## src/rtl/frodo_ram_pkg.sv

```systemverilog
// Shared types and constants for the RAM-to-coefficient streaming path.
package frodo_ram_pkg;
  localparam int COEF_WIDTH = 16;
  localparam int LANES      = 4;

  typedef enum logic [1:0] {
    IDLE = 2'd0,
    RUN  = 2'd1,
    DONE = 2'd2
  } state_e;
endpackage

```

## src/rtl/word_fifo2.sv

```systemverilog
// Two-entry word FIFO with first-word-fall-through head; caller guarantees
// no push when full and no pop when empty.
module word_fifo2 #(
  parameter int W = 64
) (
  input  logic         clk,
  input  logic         rstn,
  input  logic         push,
  input  logic         pop,
  input  logic [W-1:0] din,
  output logic [W-1:0] head,
  output logic [1:0]   count
);
  logic [1:0][W-1:0] mem_q, mem_d;
  logic              wr_ptr_q, wr_ptr_d;
  logic              rd_ptr_q, rd_ptr_d;
  logic [1:0]        count_q, count_d;

  always_comb begin
    mem_d    = mem_q;
    wr_ptr_d = wr_ptr_q;
    rd_ptr_d = rd_ptr_q;
    if (push) begin
      mem_d[wr_ptr_q] = din;
      wr_ptr_d        = ~wr_ptr_q;
    end
    if (pop) rd_ptr_d = ~rd_ptr_q;
    count_d = count_q + 2'(push) - 2'(pop);
  end

  always_ff @(posedge clk or negedge rstn) begin
    if (!rstn) begin
      mem_q    <= '0;
      wr_ptr_q <= 1'b0;
      rd_ptr_q <= 1'b0;
      count_q  <= 2'd0;
    end else begin
      mem_q    <= mem_d;
      wr_ptr_q <= wr_ptr_d;
      rd_ptr_q <= rd_ptr_d;
      count_q  <= count_d;
    end
  end

  assign head  = mem_q[rd_ptr_q];
  assign count = count_q;
endmodule

```

## src/rtl/ram_coef_streamer.sv

```systemverilog
// Burst reader for sync_ram: issues sequential reads, buffers words and
// unpacks each into LANES coefficients on a valid/ready stream.
module ram_coef_streamer #(
  parameter int ADDR_WIDTH = 12,
  parameter int DATA_WIDTH = 64,
  parameter int COEF_WIDTH = 16
) (
  input  logic                  clk,
  input  logic                  rstn,
  input  logic                  start,
  input  logic [ADDR_WIDTH-1:0] base_addr,
  input  logic [ADDR_WIDTH:0]   num_words,
  output logic                  busy,
  output logic                  done,
  output logic                  ram_rd_en,
  output logic [ADDR_WIDTH-1:0] ram_addr,
  input  logic [DATA_WIDTH-1:0] ram_dout,
  output logic                  coef_valid,
  input  logic                  coef_ready,
  output logic [COEF_WIDTH-1:0] coef_data,
  output logic                  coef_last
);
  import frodo_ram_pkg::*;

  localparam int NL = DATA_WIDTH / COEF_WIDTH;
  localparam int LW = (NL > 1) ? $clog2(NL) : 1;

  state_e                state_q, state_d;
  logic [ADDR_WIDTH-1:0] base_q, base_d;
  logic [ADDR_WIDTH:0]   num_q, num_d;
  logic [ADDR_WIDTH:0]   issued_q, issued_d;
  logic [ADDR_WIDTH:0]   popped_q, popped_d;
  logic [LW-1:0]         lane_q, lane_d;
  logic                  inflight_q, inflight_d;

  logic [DATA_WIDTH-1:0] head;
  logic [1:0]            fifo_count;
  logic [2:0]            occ;
  logic                  hs, last_lane, last_word, pop;

  word_fifo2 #(.W(DATA_WIDTH)) u_fifo (
    .clk   (clk),
    .rstn  (rstn),
    .push  (inflight_q),
    .pop   (pop),
    .din   (ram_dout),
    .head  (head),
    .count (fifo_count)
  );

  // Buffered words plus the read in flight must fit the two FIFO slots.
  assign occ       = 3'(fifo_count) + 3'(inflight_q);
  assign ram_rd_en = (state_q == RUN) && (issued_q < num_q) && (occ < 3'd2);
  assign ram_addr  = base_q + issued_q[ADDR_WIDTH-1:0];

  assign coef_valid = (state_q == RUN) && (fifo_count != 2'd0);
  assign last_lane  = (lane_q == LW'(NL - 1));
  assign last_word  = (popped_q == num_q - 1'b1);
  assign coef_last  = coef_valid && last_lane && last_word;
  assign coef_data  = coef_valid ? head[lane_q*COEF_WIDTH +: COEF_WIDTH] : '0;
  assign hs         = coef_valid && coef_ready;
  assign pop        = hs && last_lane;

  always_ff @(posedge clk or negedge rstn) begin
    if (!rstn) state_q <= IDLE;
    else       state_q <= state_d;
  end

  always_comb begin
    state_d = state_q;
    case (state_q)
      IDLE:    if (start) state_d = (num_words == '0) ? DONE : RUN;
      RUN:     if (hs && coef_last) state_d = DONE;
      DONE:    state_d = IDLE;
      default: state_d = IDLE;
    endcase
  end

  always_comb begin
    busy = (state_q == RUN);
    done = (state_q == DONE);
  end

  always_comb begin
    base_d     = base_q;
    num_d      = num_q;
    issued_d   = issued_q;
    popped_d   = popped_q;
    lane_d     = lane_q;
    inflight_d = ram_rd_en;
    if (state_q == IDLE && start) begin
      base_d   = base_addr;
      num_d    = num_words;
      issued_d = '0;
      popped_d = '0;
      lane_d   = '0;
    end
    if (ram_rd_en) issued_d = issued_q + 1'b1;
    if (hs) begin
      lane_d = last_lane ? '0 : lane_q + 1'b1;
      if (last_lane) popped_d = popped_q + 1'b1;
    end
  end

  always_ff @(posedge clk or negedge rstn) begin
    if (!rstn) begin
      base_q     <= '0;
      num_q      <= '0;
      issued_q   <= '0;
      popped_q   <= '0;
      lane_q     <= '0;
      inflight_q <= 1'b0;
    end else begin
      base_q     <= base_d;
      num_q      <= num_d;
      issued_q   <= issued_d;
      popped_q   <= popped_d;
      lane_q     <= lane_d;
      inflight_q <= inflight_d;
    end
  end
endmodule

```

## config.mk

```make
export PLATFORM = sky130hd
export DESIGN_NAME = ram_coef_streamer
export DESIGN_NICKNAME = d
export VERILOG_FILES = /design/src/rtl/frodo_ram_pkg.sv /design/src/rtl/word_fifo2.sv /design/src/rtl/ram_coef_streamer.sv
export SDC_FILE = /design/constraint.sdc
export NUM_CORES = 1
export LEC_CHECK = 0
export CORE_MARGIN = 3
export CORE_UTILIZATION = 30
export CTS_CLUSTER_DIAMETER = 100
export DETAILED_ROUTE_END_ITERATION = 6
export GPL_TIMING_DRIVEN = 0
export MAX_ROUTING_LAYER = met4
export PLACE_DENSITY = 0.49
export RECOVER_POWER = 100
export SLEW_MARGIN = 20
export SYNTH_ARGS = -nofsm -noshare
export SYNTH_HDL_FRONTEND = slang
export SYNTH_SLANG_ARGS = --single-unit
export TNS_END_PERCENT = 20
```

## constraint.sdc

```tcl
create_clock -name clk -period 7.1 [get_ports clk]
set_input_delay 1.065 -clock clk [delete_from_list [all_inputs] [get_ports clk]]
set_output_delay 1.065 -clock clk [all_outputs]
set_load 0.01 [all_outputs]
```

Word level (Yosys, flattened, before mapping):

Index checks and enable logic that the tools add are counted.

* $add $sub $neg: 8
* order comparisons: 5
* equal/unequal tests: 6
* shift-type cells: 1
* muxes and demuxes: 18
* bitwise logic cells: 2
* reduce and logical (&&, ||, !) cells: 16

Operators with widths (count)
* $mux W64: 3
* $bwmux W128: 1
* $mux W13: 5
* $demux W64 S1: 1
* $shiftx A64 B7 Y16: 1
* $add A13 B1 Y13 const B: 2
* $mux W16: 1
* $eq A13 B13 Y1: 1
* $logic_not A13 Y1: 1
* $lt A13 B13 Y1: 1
* $sub A13 B1 Y13 const B: 1
* $add A12 B12 Y12: 1
* $mux W2: 6
* $logic_and A1 B1 Y1: 10
* $reduce_bool A2 Y1: 3
* $eq A2 B2 Y1 const B: 2
* $lt A1 B2 Y1 const B: 2
* $pmux W2 S2: 1
* $add A2 B1 Y3: 1
* $lt A3 B2 Y1 const B: 1
* $add A2 B1 Y2: 1
* $add A2 B1 Y2 const B: 1
* $eq A2 B1 Y1 const B: 1
* $logic_not A2 Y1: 1
* 6 further kinds: 7

* register bits: 188
* input port bits: 93
* logic and storage cells: 68

Logic depth before layout (Yosys ltp):

Gate-level depths: netlist (run 1).

* depth in word-level cells: 7
* gate-level depth with buffers: 11
* gate-level depth less buffers: 11

Modules after synthesis:

A second synthesis (run 1) with hierarchy kept.

* cells, all modules: 822
* area total of the unflattened synthesis: 10233.6 um^2

Modules (own cells, without submodules)
* word_fifo2: times used 1, cells an instance 354, area an instance 6009.5 um^2, seq. area each 3303.2 um^2
* ram_coef_streamer: times used 1, cells an instance 468, area an instance 4224.1 um^2, seq. area each 1401.3 um^2

Least setup slack after synthesis (run 1):

OpenSTA, ideal clock, no wires.

* path kind: reg2out
* from: reg num_q[0]
* to: out coef_last
* arrival: 2.051 ns
* required time: 6.035 ns
* setup slack: 3.984 ns
* stages on the path, launching flop included: 9
* cell sequence: dfrtp_1 inv_1 ha_1 or4b_4 o31a_1 a211o_2 nand2_1 o21a_1 nor2_1

* cells in the longest elaborated chain, start to end: 3

RTL lines
* from (decl): line ram_coef_streamer.sv:30 `logic [ADDR_WIDTH:0] num_q, num_d;`
* from (signal assigned): line ram_coef_streamer.sv:115 `num_q <= num_d;`
* $sub A13 B1 Y13: line ram_coef_streamer.sv:58 `assign last_word = (popped_q == num_q - 1'b1);`
* $eq A13 B13 Y1: line ram_coef_streamer.sv:58
* $logic_and A1 B1 Y1: line ram_coef_streamer.sv:59 `assign coef_last = coef_valid && last_lane && last_word;`
* to (decl): line ram_coef_streamer.sv:21 `output logic coef_last`

Every way passes these cells.

==> qor.yml, run 1 <==
status:
  status: "finished with violations"
  violations: "capacitance limit, slew limit"
placement:
  io_buffers: 125
  gp_congestion: 0.7977
  dpl.cell_count: 1318
  dpl.hpwl_microns: 18930
  pre_cts_slack_ns: 3.030
  place_area_sq_mm: 0.01141
synthesis:
  synth-edff-count: 0
  ys.flop_type: "dfrtp_1"
  synth_cell_type_count: 57
  avgSynthCellArea_sq_um: 12.08
  ys_async_sr_fraction: 1.000
  ys_ff_latch: 188
  synth_nets: 918
  synth_cells: 795
  synth_warnings: 0
  ys_seq_area_frac: 0.4898
  syn_area_sq_mm: 0.009604
sta:
  layout_setup_ws_ns: 2.405
  fin_tns_setup_ns: 0
  clock.fmax_mhz: 213.0
  fin_skew_ns: 0.01021
  post-route-period-util: 0.6612
  finalSetupViolCount: 0
  rsz0062_at_grt: "no"
  fin_hold_ws_ns: 0.4894
  finalCriticalPeriod_ns: 4.695
  worst_pin_slew_ns: 2.361
  maxSlewViolCount: 128
  hold_viol: 0
  slew_headroom: -0.5742
floorplan:
  dieArea_sq_mm: 0.03420
  io_pins: 126
  start_util: 0.3091
  coreArea_sq_mm: 0.03107
  die-width_microns: 184.9
  rows: 64
  floorplan.die.height_microns: 184.9
global_route:
  grtUsageTotal: 0.1602
  antenna_found_initial: 5
  grt_max_degree: 88
  grt.overflow.total: 0
  grt_pass1_vias: 7054
  grt_pass1_wl_microns: 40700
clock_network:
  clock-sinks: 188
  path_clk_slew_ns: 0.08
  root_buffer: "clkbuf_16"
  cts_buffers: 17
  cts_hold_buffers: 0
  clockBufferDepth: 2
  cts_tree: "done"
  cts-resized-gates: 0
  cts_setup_buffers: 0
  htreeDepth: 4
  clock_latency_ns: 0.44
final_layout:
  layout_common_cells: "dfrtp_1, mux2_2, clkdlybuf4s50_1, nand2_1, o21ai_0"
  final_common_cell: "dfrtp_1"
  syn_to_final_growth_pct: 25.29
  instances_no_fill: 1356
  post-route-util: 0.3873
  drive_gt1_frac: 0.2170
  fin_area_sq_mm: 0.01203
  fillers: 3039
  final_nets: 1064
power_and_ir_drop:
  p_int_mw: 2.001
  clockPowerShare: 0.359
  p_sw_frac: 0.3087
  irDropWorstVdd_uv: 177.0
  combPwrFrac: 0.248
  total_power_mw: 2.895
  p_switching_uw: 893.7
  p_leak_nw: 5.421
  p_seq_frac: 0.393
  power.density_mw_per_mm2: 240.6
detailed_routing:
  drt_first_pass_iters: 4
  route.detailed.drc: 0
  routed_via_density: 4.942
  drtAntennaViolNets: 0
  wire_per_inst_microns: 18.81
  drt-initial-drc-count: 385
  vias: 6701
  wirelength_microns: 25510
min_path:
  hold_path_depth: 2
  min_path_type: "flop to flop"
  worstHoldEndpoint: "base_q[6]"
  hold_start: "base_q[6]"
worst_setup_path:
  cp.arrival_ns: 4.79
  crit_required_ns: 7.20
  critPathMaxFanout: 87
  startpoint_type: "input port"
  worstRegToRegCells: 9
  crit_type: "input port to async pin"
  r2r-end: "popped_q[7]"
  r2r_start: "state_q[1]"
  cp-end-kind: "async pin"
  regToRegSetupSlack_ns: 4.21
run:
  max_cap_viol_count: 2
power groups by stage:
stage | registers, mW | logic (mW) | clock network [mW]
global placement | 1.16 | 0.753 | 0
detailed placement | 1.16 | 0.758 | 0
global route | 1.14 | 0.785 | 1.11
floorplan | 1.15 | 0.427 | 0
finish | 1.14 | 0.719 | 1.04
CTS | 1.14 | 0.762 | 1.07
cell families (layout without fill, tap and decap cells):
| kind of cell | count (synthesis) | after routing | share of synthesized area |
|---|---|---|---|
| and+or+nand+nor | 191 | 191 | 0.09549 |
| DFF | 188 | 188 | 0.4898 |
| muxes | 181 | 181 | 0.2470 |
| AOI/OAI and AO/OA | 96 | 96 | 0.06605 |
| buffers and inverters | 75 | 234 | 0.03074 |
| xor gates and xnor gates | 34 | 34 | 0.03101 |
| adders and majority gates | 30 | 30 | 0.03986 |
| other | 0 | 6 | 0 |
cell type report:
| class | instances | area [sq um] | area share |
|---|---|---|---|
| Buffer | 38 | 153.9 | 0.01279 |
| Sequential cell | 188 | 4705 | 0.3910 |
| Tap cell | 396 | 495.5 | 0.04118 |
| Antenna cell | 6 | 15.01 | 0.001248 |
| Inverter | 37 | 138.9 | 0.01154 |
| Clock inverter | 15 | 221.5 | 0.01840 |
| Multi-Input combinational cell | 532 | 4601 | 0.3823 |
| Clock buffer | 17 | 425.4 | 0.03535 |
| Timing Repair Buffer | 127 | 1277 | 0.1062 |
worst max path at each step:
stage,startpoint,end,slack (ns)
6_report,rstn,u_fifo.mem_q[72],2.41
5_1_grt,rstn,u_fifo.mem_q[9],1.56
4_1_cts,num_q[12],ram_rd_en,2.53
3_5_place_dp,num_q[12],ram_rd_en,3.03
3_3_place_gp,rstn,u_fifo.mem_q[26],-3.55
2_1_floorplan,num_q[0],coef_last,3.98
worst max-delay path: stages:
cell and delay [ns]:
clkbuf_1 1.64, buf_16 0.34, clkbuf_2 1.60
registers in the layout (all words and copies together) (netlist names):
signal	cells
state_q	2
popped_q	13
u_fifo.mem_q	128
lane_q	2
u_fifo.rd_ptr_q	1
inflight_q	1
issued_q	13
u_fifo.count	2
base_q	12
u_fifo.wr_ptr_q	1
num_q	13
cell usage after synthesis (16+ instances only):
library cell	number	share of area
nand2_1	72	0.028
nor2_1	36	0.014
xnor2_1	18	0.016
mux2_2	128	0.15
inv_1	36	0.014
o21ai_0	38	0.020
ha_1	29	0.038
clkbuf_1	31	0.012
xor2_1	16	0.015
mux4_2	32	0.075
mux2i_1	21	0.022
nand3_1	28	0.015
dfrtp_1	188	0.49
per-layer routing:
layer,vias up,track usage,part of all wire
li1,3184,-,-
met1,3352,0.2124,0.46
met2,146,0.2474,0.46
met3,19,0.04163,0.069
met4,0,0.03812,0.012
met5,-,-,0
Note: power is estimated with default switching activity, not from simulation.
==> run 2, diff against run 1 <==
==> constraint.sdc (replaced) <==
create_clock -name clk -period 4.61 [get_ports clk]
set_input_delay 0.6915 -clock clk [delete_from_list [all_inputs] [get_ports clk]]
set_output_delay 0.6915 -clock clk [all_outputs]
set_load 0.01 [all_outputs]
==> qor.yml, run 2 (same netlist as run 1, synthesis figures left out) <==
status:
  status: "finished with violations"
  violations: "capacitance limit, slew limit"
min_path:
  worstHoldEndpoint: "base_q[6]"
  hold_path_depth: 2  # unchanged
  hold_start: "base_q[6]"
  min_path_type: "flop to flop"
global_route:
  grt.overflow.total: 0  # unchanged
  grt_pass1_vias: 7054  # unchanged
  grt_max_degree: 88  # unchanged
  grtUsageTotal: 0.1602  # unchanged
  antenna_found_initial: 5  # unchanged
  grt_pass1_wl_microns: 40700  # unchanged
sta:
  slew_headroom: -0.4889  # +0.08533
  fin_hold_ws_ns: 0.4894  # +0.000007000 ns
  post-route-period-util: 0.9134
  finalCriticalPeriod_ns: 4.211
  maxSlewViolCount: 104  # -19%
  clock.fmax_mhz: 237.5
  hold_viol: 0  # unchanged
  finalSetupViolCount: 0  # unchanged
  layout_setup_ws_ns: 0.3991  # -2.006 ns
  fin_tns_setup_ns: 0  # unchanged
  rsz0062_at_grt: "no"
  fin_skew_ns: 0.01015  # -0.00006210 ns
  worst_pin_slew_ns: 2.233  # -0.1280 ns
clock_network:
  htreeDepth: 4  # unchanged
  path_clk_slew_ns: 0.08  # about the same
  cts-resized-gates: 0  # unchanged
  cts_setup_buffers: 0  # unchanged
  clockBufferDepth: 2  # unchanged
  cts_hold_buffers: 0  # unchanged
  root_buffer: "clkbuf_16"
  cts_buffers: 17  # unchanged
  cts_tree: "done"
  clock_latency_ns: 0.44  # about the same
  clock-sinks: 188  # unchanged
detailed_routing:
  wirelength_microns: 25490  # about the same
  vias: 6706  # +0.075%
  drt-initial-drc-count: 386  # +0.26%
  drt_first_pass_iters: 4  # unchanged
  wire_per_inst_microns: 18.80  # about the same
  routed_via_density: 4.945  # about the same
  drtAntennaViolNets: 0  # unchanged
  route.detailed.drc: 0  # unchanged
worst_setup_path:
  worstRegToRegCells: 9  # unchanged
  cp.arrival_ns: 3.52  # -1.27 ns
  cp_slowest_stage_delay_ns: 0.92  # -0.72 ns
  critPathSlowestCell: "a2111oi_0"
  crit_required_ns: 3.92  # -3.28 ns
  path_cells: "inv_1 -> ha_1 -> a2111oi_0 -> inv_1 -> o21ai_0 -> nor2_1 -> inv_1 -> clkdlybuf4s50_1"
  r2r-end: "popped_q[7]"
  startpoint_type: "flop"
  regToRegSetupSlack_ns: 1.72  # -2.49 ns
  critPathMaxFanout: 8  # -91%
  r2r_start: "state_q[1]"
  path_common_cell: "inv_1"
  cp-end-kind: "output port"
  crit_type: "flop to output port"
placement:
  pre_cts_slack_ns: 0.9138  # -2.117 ns
  gp_congestion: 0.7977  # unchanged
  io_buffers: 125  # unchanged
  dpl.hpwl_microns: 18930  # unchanged
  dpl.cell_count: 1318  # unchanged
  place_area_sq_mm: 0.01141  # unchanged
final_layout:
  fin_area_sq_mm: 0.01203  # about the same
  largest_register_ff_count: 128  # unchanged
  largest-register: "u_fifo.mem_q"
  drive_gt1_frac: 0.2180  # +0.001048
  instances_no_fill: 1356  # unchanged
  post-route-util: 0.3873  # about the same
  final_nets: 1064  # unchanged
  layout_common_cells: "dfrtp_1, mux2_2, clkdlybuf4s50_1, nand2_1, o21ai_0"
  fillers: 3040  # +0.033%
  syn_to_final_growth_pct: 25.30  # about the same
  final_common_cell: "dfrtp_1"
floorplan:
  die-width_microns: 184.9  # unchanged
  floorplan.die.height_microns: 184.9  # unchanged
  coreArea_sq_mm: 0.03107  # unchanged
  io_pins: 126  # unchanged
  start_util: 0.3091  # unchanged
  dieArea_sq_mm: 0.03420  # unchanged
  rows: 64  # unchanged
power_and_ir_drop:
  total_power_mw: 4.457  # +54%
  p_leak_nw: 5.422  # about the same
  power.density_mw_per_mm2: 370.3  # +54%
  irDropWorstVdd_uv: 272.8  # +54%
run:
  max_cap_viol_count: 2  # unchanged
run 2: cell types whose count changed in the layout (fill, tap and decap cells not counted), sizes merged:
cell | before | now
buf | 6 | 7
clkbuf | 52 | 51
clkdlybuf4s50 | 91 | 92
dlygate4sd3 | 33 | 32
run 2: critical path, delay by kind of cell, from the launching register on:
family                     cells  cell delay [ns]
and+or+nand+nor                1             0.26
DFF                            1             0.37
adders and majority gates      1             0.20
buffers and inverters          4             0.94
AOI/OAI and AO/OA              2             1.31
run 2: routing by layer:
layer | track usage | part of all wire
met5 | - | 0
met1 | 0.2124 | 0.45
met2 | 0.2474 | 0.46
met4 | 0.03812 | 0.012
met3 | 0.04163 | 0.070
run 2: power breakdown:
part | total (mW) | switching [mW] | internal, mW
clock network | 1.60 | 0.757 | 0.843
logic | 1.10 | 0.577 | 0.528
registers | 1.75 | 0.0400 | 1.71
total | 4.46 | 1.37 | 3.08
run 2: layout make-up:
cell class,instances,area (sq um),area share
antenna,6,15.01,0.001248
buffer,38,155.1,0.01289
clock buffer,17,425.4,0.03535
clock inverter,15,221.5,0.01840
inverter,37,138.9,0.01154
multi-input combinational,532,4601,0.3823
sequential,188,4705,0.3909
tap,396,495.5,0.04117
timing repair buffer,127,1277,0.1062
run 2: worst max path at each step:
stage / start / end / slack [ns] / cells after the start
6_report: num_q[12] / ram_rd_en / 0.40 / 8
5_1_grt: num_q[12] / ram_rd_en / 0.13 / 8
3_3_place_gp: rstn / u_fifo.mem_q[26] / -5.66 / 1
3_5_place_dp: num_q[12] / ram_rd_en / 0.91 / 8
4_1_cts: num_q[12] / ram_rd_en / 0.41 / 8
2_1_floorplan: num_q[0] / coef_last / 1.87 / 8
==> RTL edit 1, RTL diff (config.mk and constraints of run 1) <==
The parameter `ADDR_WIDTH` goes from 12 to 13.
--- a/src/rtl/ram_coef_streamer.sv
+++ b/src/rtl/ram_coef_streamer.sv
@@ -1,7 +1,7 @@
 // Burst reader for sync_ram: issues sequential reads, buffers words and
 // unpacks each into LANES coefficients on a valid/ready stream.
 module ram_coef_streamer #(
-  parameter int ADDR_WIDTH = 12,
+  parameter int ADDR_WIDTH = 13,
   parameter int DATA_WIDTH = 64,
   parameter int COEF_WIDTH = 16
 ) (
Ports: changed (resized base_addr, num_words and ram_addr); port bits go from 126 to 129. No check against the original RTL was run, so the function may have changed too.
==> RTL edit 1 against run 1 <==
  * The flow still finishes with violations (capacitance limit, slew limit)
  * First-iteration DRC count shrank 23%
  * Final cell count increased by 5.1%
  * Maximum frequency shrank 5.2%
  * Routed wire length grew 3.3%
  * Area after synthesis increased by 2.8%
  * Setup slack lost 260 ps
  * Cell area up 2.5%
  * Sequential share of layout area decreased by 0.14 points
  * Sequential cell count is 4 higher
  * Critical path type unchanged
  * Critical endpoint is now u_fifo.mem_q[103]
  * Largest cell class unchanged
Power is not compared: it rests on default switching activity, and its combinational part moved more than twofold at a synthesized area within 25%.
==> RTL edit 1: results <==
export IMPL_worst_slew_pin_slew_ps=3742
export IMPL_nets=1099
export IMPL_dr_pass1_iters=4
export IMPL_wl_mm=26.36
export IMPL_placedInstanceArea_mm2=0.01176
export IMPL_fin_area_mm2=0.01233
export IMPL_clock_area_frac=0.04940
export IMPL_violations="capacitance limit, slew limit"
export IMPL_yosys_top_cells_area="dfrtp_1 (49%), mux2_2 (15%), mux4_2 (7.3%)"
export IMPL_num_clock_buffers=19
export IMPL_maxCapViolCount=2
export IMPL_dp_slack_ps=3061
export IMPL_port_buffers=128
export IMPL_dp_hpwl_mm=19.50
export IMPL_regMostFlops="u_fifo.mem_q"
export IMPL_critPathArrivalTime_ps=5230
export IMPL_seq_share=0.3895
export IMPL_largest_reg_flops=128
export IMPL_place_congestion=0.7779
export IMPL_leakage_uw=0.005203
export IMPL_yosys_mux_area_fraction=0.2383
export IMPL_grt_usage=0.1595
export IMPL_vias_per_cell=4.867
export IMPL_seq_power_uw=1850
export IMPL_yosys_top_cells_count="dfrtp_1 (192), mux2_2 (128), nand2_1 (73), o21ai_0 (38), nor2_1 (36)"
export IMPL_ys_types=58
export IMPL_tapCellCount=435
export IMPL_report_final_slew_viol_count=128
export IMPL_initialDrtViolationCount=296
export IMPL_synth_cells=823
export IMPL_switching_power_uw=1853
export IMPL_crit_fanout=67
export IMPL_synth_flop_cell="dfrtp_1"
export IMPL_grt_max_degree=68
export IMPL_skew_ps=9.892
export IMPL_fill_cells=3135
export IMPL_ys_ff_latch=192
export IMPL_multi_input_area_share=0.3879
export IMPL_antennaDiodeCount=5
export IMPL_grt_pass1_vias=7329
export IMPL_grt_pass1_wl_mm=42.59
export IMPL_nonClockBufferCount=170
export IMPL_inverters=30
export IMPL_outcome="complete, but fails checks"
export IMPL_synthXorXnorAreaFrac=0.03106
export IMPL_synth_warnings=0
export IMPL_synth_nets=950
export IMPL_num_vias=6935
export IMPL_buffer_area_frac=0.1189
export IMPL_synth_compound_area_frac=0.07366
export IMPL_synth_adder_area_share=0.04133
export IMPL_drive_gt1_frac=0.2041
export IMPL_place_inst=1388
export IMPL_ys_seq_area_frac=0.4868
export IMPL_multi_input_gates=561
[RTL edit 1: critical path, cell delays in order]
cell and delay [ps]:
clkbuf_1 2570, buf_16 310, clkbuf_2 1160
[RTL edit 1: worst paths after layout]
check	startpoint	end	slack, ps	depth (start not counted)
max in group clk	state_q[1]	ram_rd_en	2460	7
setup / recovery	rstn	u_fifo.mem_q[103]	2150	3
hold reg to reg	base_q[0]	base_q[0]	490	2
hold / removal	base_q[0]	base_q[0]	490	2
min in group asynchronous	rstn	base_q[11]	1900	1
setup reg to reg	state_q[1]	issued_q[8]	3860	8
[RTL edit 1: routing by layer]
metal | global-route usage | routed length [um] | up-vias
li1 | - | - | 3300
met1 | 0.2095 | 12340 | 3495
met2 | 0.2473 | 12270 | 125
met3 | 0.04348 | 1500 | 15
met4 | 0.03665 | 250 | 0
met5 | - | 0 | -
==> RTL edit 2, RTL diff (flow settings as in run 1) <==
Made on the original files. The 3 states of `state_e` get a one-hot encoding in 3 bits.
--- a/src/rtl/frodo_ram_pkg.sv
+++ b/src/rtl/frodo_ram_pkg.sv
@@ -3,10 +3,10 @@
   localparam int COEF_WIDTH = 16;
   localparam int LANES      = 4;
 
-  typedef enum logic [1:0] {
-    IDLE = 2'd0,
-    RUN  = 2'd1,
-    DONE = 2'd2
+  typedef enum logic [2:0] {
+    IDLE = 3'b001,
+    RUN  = 3'b010,
+    DONE = 3'b100
   } state_e;
 endpackage
 
Formal check against the unedited RTL: no difference found for any inputs over 10 cycles, from zero or initial values and one cycle with rstn low; not proved beyond that.
==> RTL edit 2 against run 1 <==
  * The run still ends with capacitance limit, slew limit left
  * Setup slack got worse by 460 ps
  * Maximum frequency shrank 8.8%
  * Routed wire length down 1.4%
  * Cell area down 0.54%
  * Synthesized cell count is 1.3% lower
  * Critical path depth rose by 2
  * Area after synthesis up 0.12%
  * Sequential cell count increased by 1
  * Die area grew 0.11%
  * Critical endpoint is now coef_data[7]
  * Largest cell class unchanged
  * Highest routed layer unchanged
Power is not compared: it rests on default switching activity, and its combinational part moved more than twofold at a synthesized area within 25%.
==> RTL edit 2: results <==
export IMPL_worst_slew_pin_slew_ps=2214
export IMPL_root_buffer="clkbuf_16"
export IMPL_largest_reg_flops=128
export IMPL_drive_gt1_frac=0.2127
export IMPL_place_inst=1309
export IMPL_synth_flop_cell="dfrtp_1"
export IMPL_cts_path_max_buffers=2
export IMPL_rrSetupSlack_ps=3930
export IMPL_num_vias=6659
export IMPL_critPathArrivalTime_ps=4090
export IMPL_vdd_ir_drop_max_mv=0.1835
export IMPL_skew_ps=11.34
export IMPL_grt_pass1_wl_mm=39.68
export IMPL_h_tree_depth=4
export IMPL_dp_slack_ps=3140
export IMPL_yosys_top_cells_area="dfrtp_1 (49%), mux2_2 (15%), mux4_2 (7.5%)"
export IMPL_r2r_start="state_q[2]"
export IMPL_grt_pass1_vias=6914
export IMPL_swShare=0.3373
export IMPL_wl_per_cell_um=18.72
export IMPL_yosys_top_cells_count="dfrtp_1 (188), mux2_2 (128), nand2_1 (75), mux4_2 (32), o21ai_0 (32)"
export IMPL_setup_violations_final=0
export IMPL_syn_avg_cell_area_um2=12.25
export IMPL_worstRegToRegCells=6
export IMPL_placedInstanceArea_mm2=0.01144
export IMPL_hp_class="flip-flop to flip-flop"
export IMPL_dp_hpwl_mm=18.30
export IMPL_async_flop_share=1.000
export IMPL_report_final_slew_viol_count=123
export IMPL_grt_usage=0.1561
export IMPL_clk_latency_ps=450
export IMPL_initialDrtViolationCount=337
export IMPL_numCtsBuffers=17
export IMPL_min_path_cells=2
export IMPL_vias_per_cell=4.955
export IMPL_ys_seq_area_frac=0.4920
export IMPL_post_cts_buffers=0
export IMPL_grt_antenna_before_repair=3
export IMPL_hp_start="base_q[6]"
export IMPL_synth_nets=908
export IMPL_crit_fanout=10
export IMPL_leakage_uw=0.005168
export IMPL_ys_types=57
export IMPL_endpoint="coef_data[7]"
export IMPL_nets=1055
export IMPL_violations="capacitance limit, slew limit"
export IMPL_startpoint_type="flip-flop"
export IMPL_r2r_end="state_q[1]"
export IMPL_place_congestion=0.7896
export IMPL_dr_pass1_iters=4
export IMPL_grt_max_degree=83
export IMPL_cts_resized=0
export IMPL_maxCapViolCount=2
export IMPL_synth_warnings=0
export IMPL_outcome="complete, but fails checks"
## RTL edit 2: power groups by stage
stage / sequential, uW / combinational (uW) / clock (uW)
3_5_place_dp: 1820 / 1610 / 0
2_1_floorplan: 1730 / 1120 / 0
5_1_grt: 1860 / 1710 / 1040
3_3_place_gp: 1820 / 1580 / 0
4_1_cts: 1800 / 1610 / 990
6_report: 1800 / 1540 / 964
## RTL edit 2: cell families (layout without fill, tap and decap cells)
family                   after synthesis  in the layout  synth area share
AO/OA/AOI/OAI                         85             85           0.05725
other                                  0              3                 0
XOR/XNOR                              34             34           0.03097
multiplexers                         182            182            0.2478
flip-flops                           189            189            0.4920
buffers and inverters                 64            224           0.02732
adder cells (fa/ha/maj)               30             30           0.03982
AND/OR/NAND/NOR                      201            201            0.1049
## RTL edit 2: critical path, stage by stage, from the launching register on
cell and delay, ps:
dfrtp_1 400, nor3b_1 1060, o21ai_0 760, clkbuf_1 450
nor2_1 310, dlygate4sd3_1 660
## RTL edit 2: routing by layer
metal / global-route usage / part of all wire
met4: 0.03241 / 0.0099
met3: 0.03181 / 0.047
met5: - / 0
met2: 0.2486 / 0.47
met1: 0.2083 / 0.47
## RTL edit 2: how the worst min path moves through the flow
stage	endpoint	slack [ps]
finish	base_q[6]	480
floorplan	base_q[0]	450
CTS	base_q[4]	490
detailed placement	base_q[6]	470
global route	base_q[6]	510
global placement	base_q[8]	470
## RTL edit 2: cell type report
type | instances | area, um2
Multi-Input combinational cell | 532 | 4607
Inverter | 27 | 101.3
Buffer | 37 | 153.9
Tap cell | 396 | 495.5
Timing Repair Buffer | 128 | 1281
Fill cell | 3036 | 19100
Sequential cell | 189 | 4731
Clock buffer | 18 | 439.2
Clock inverter | 14 | 151.4
Antenna cell | 3 | 7.507
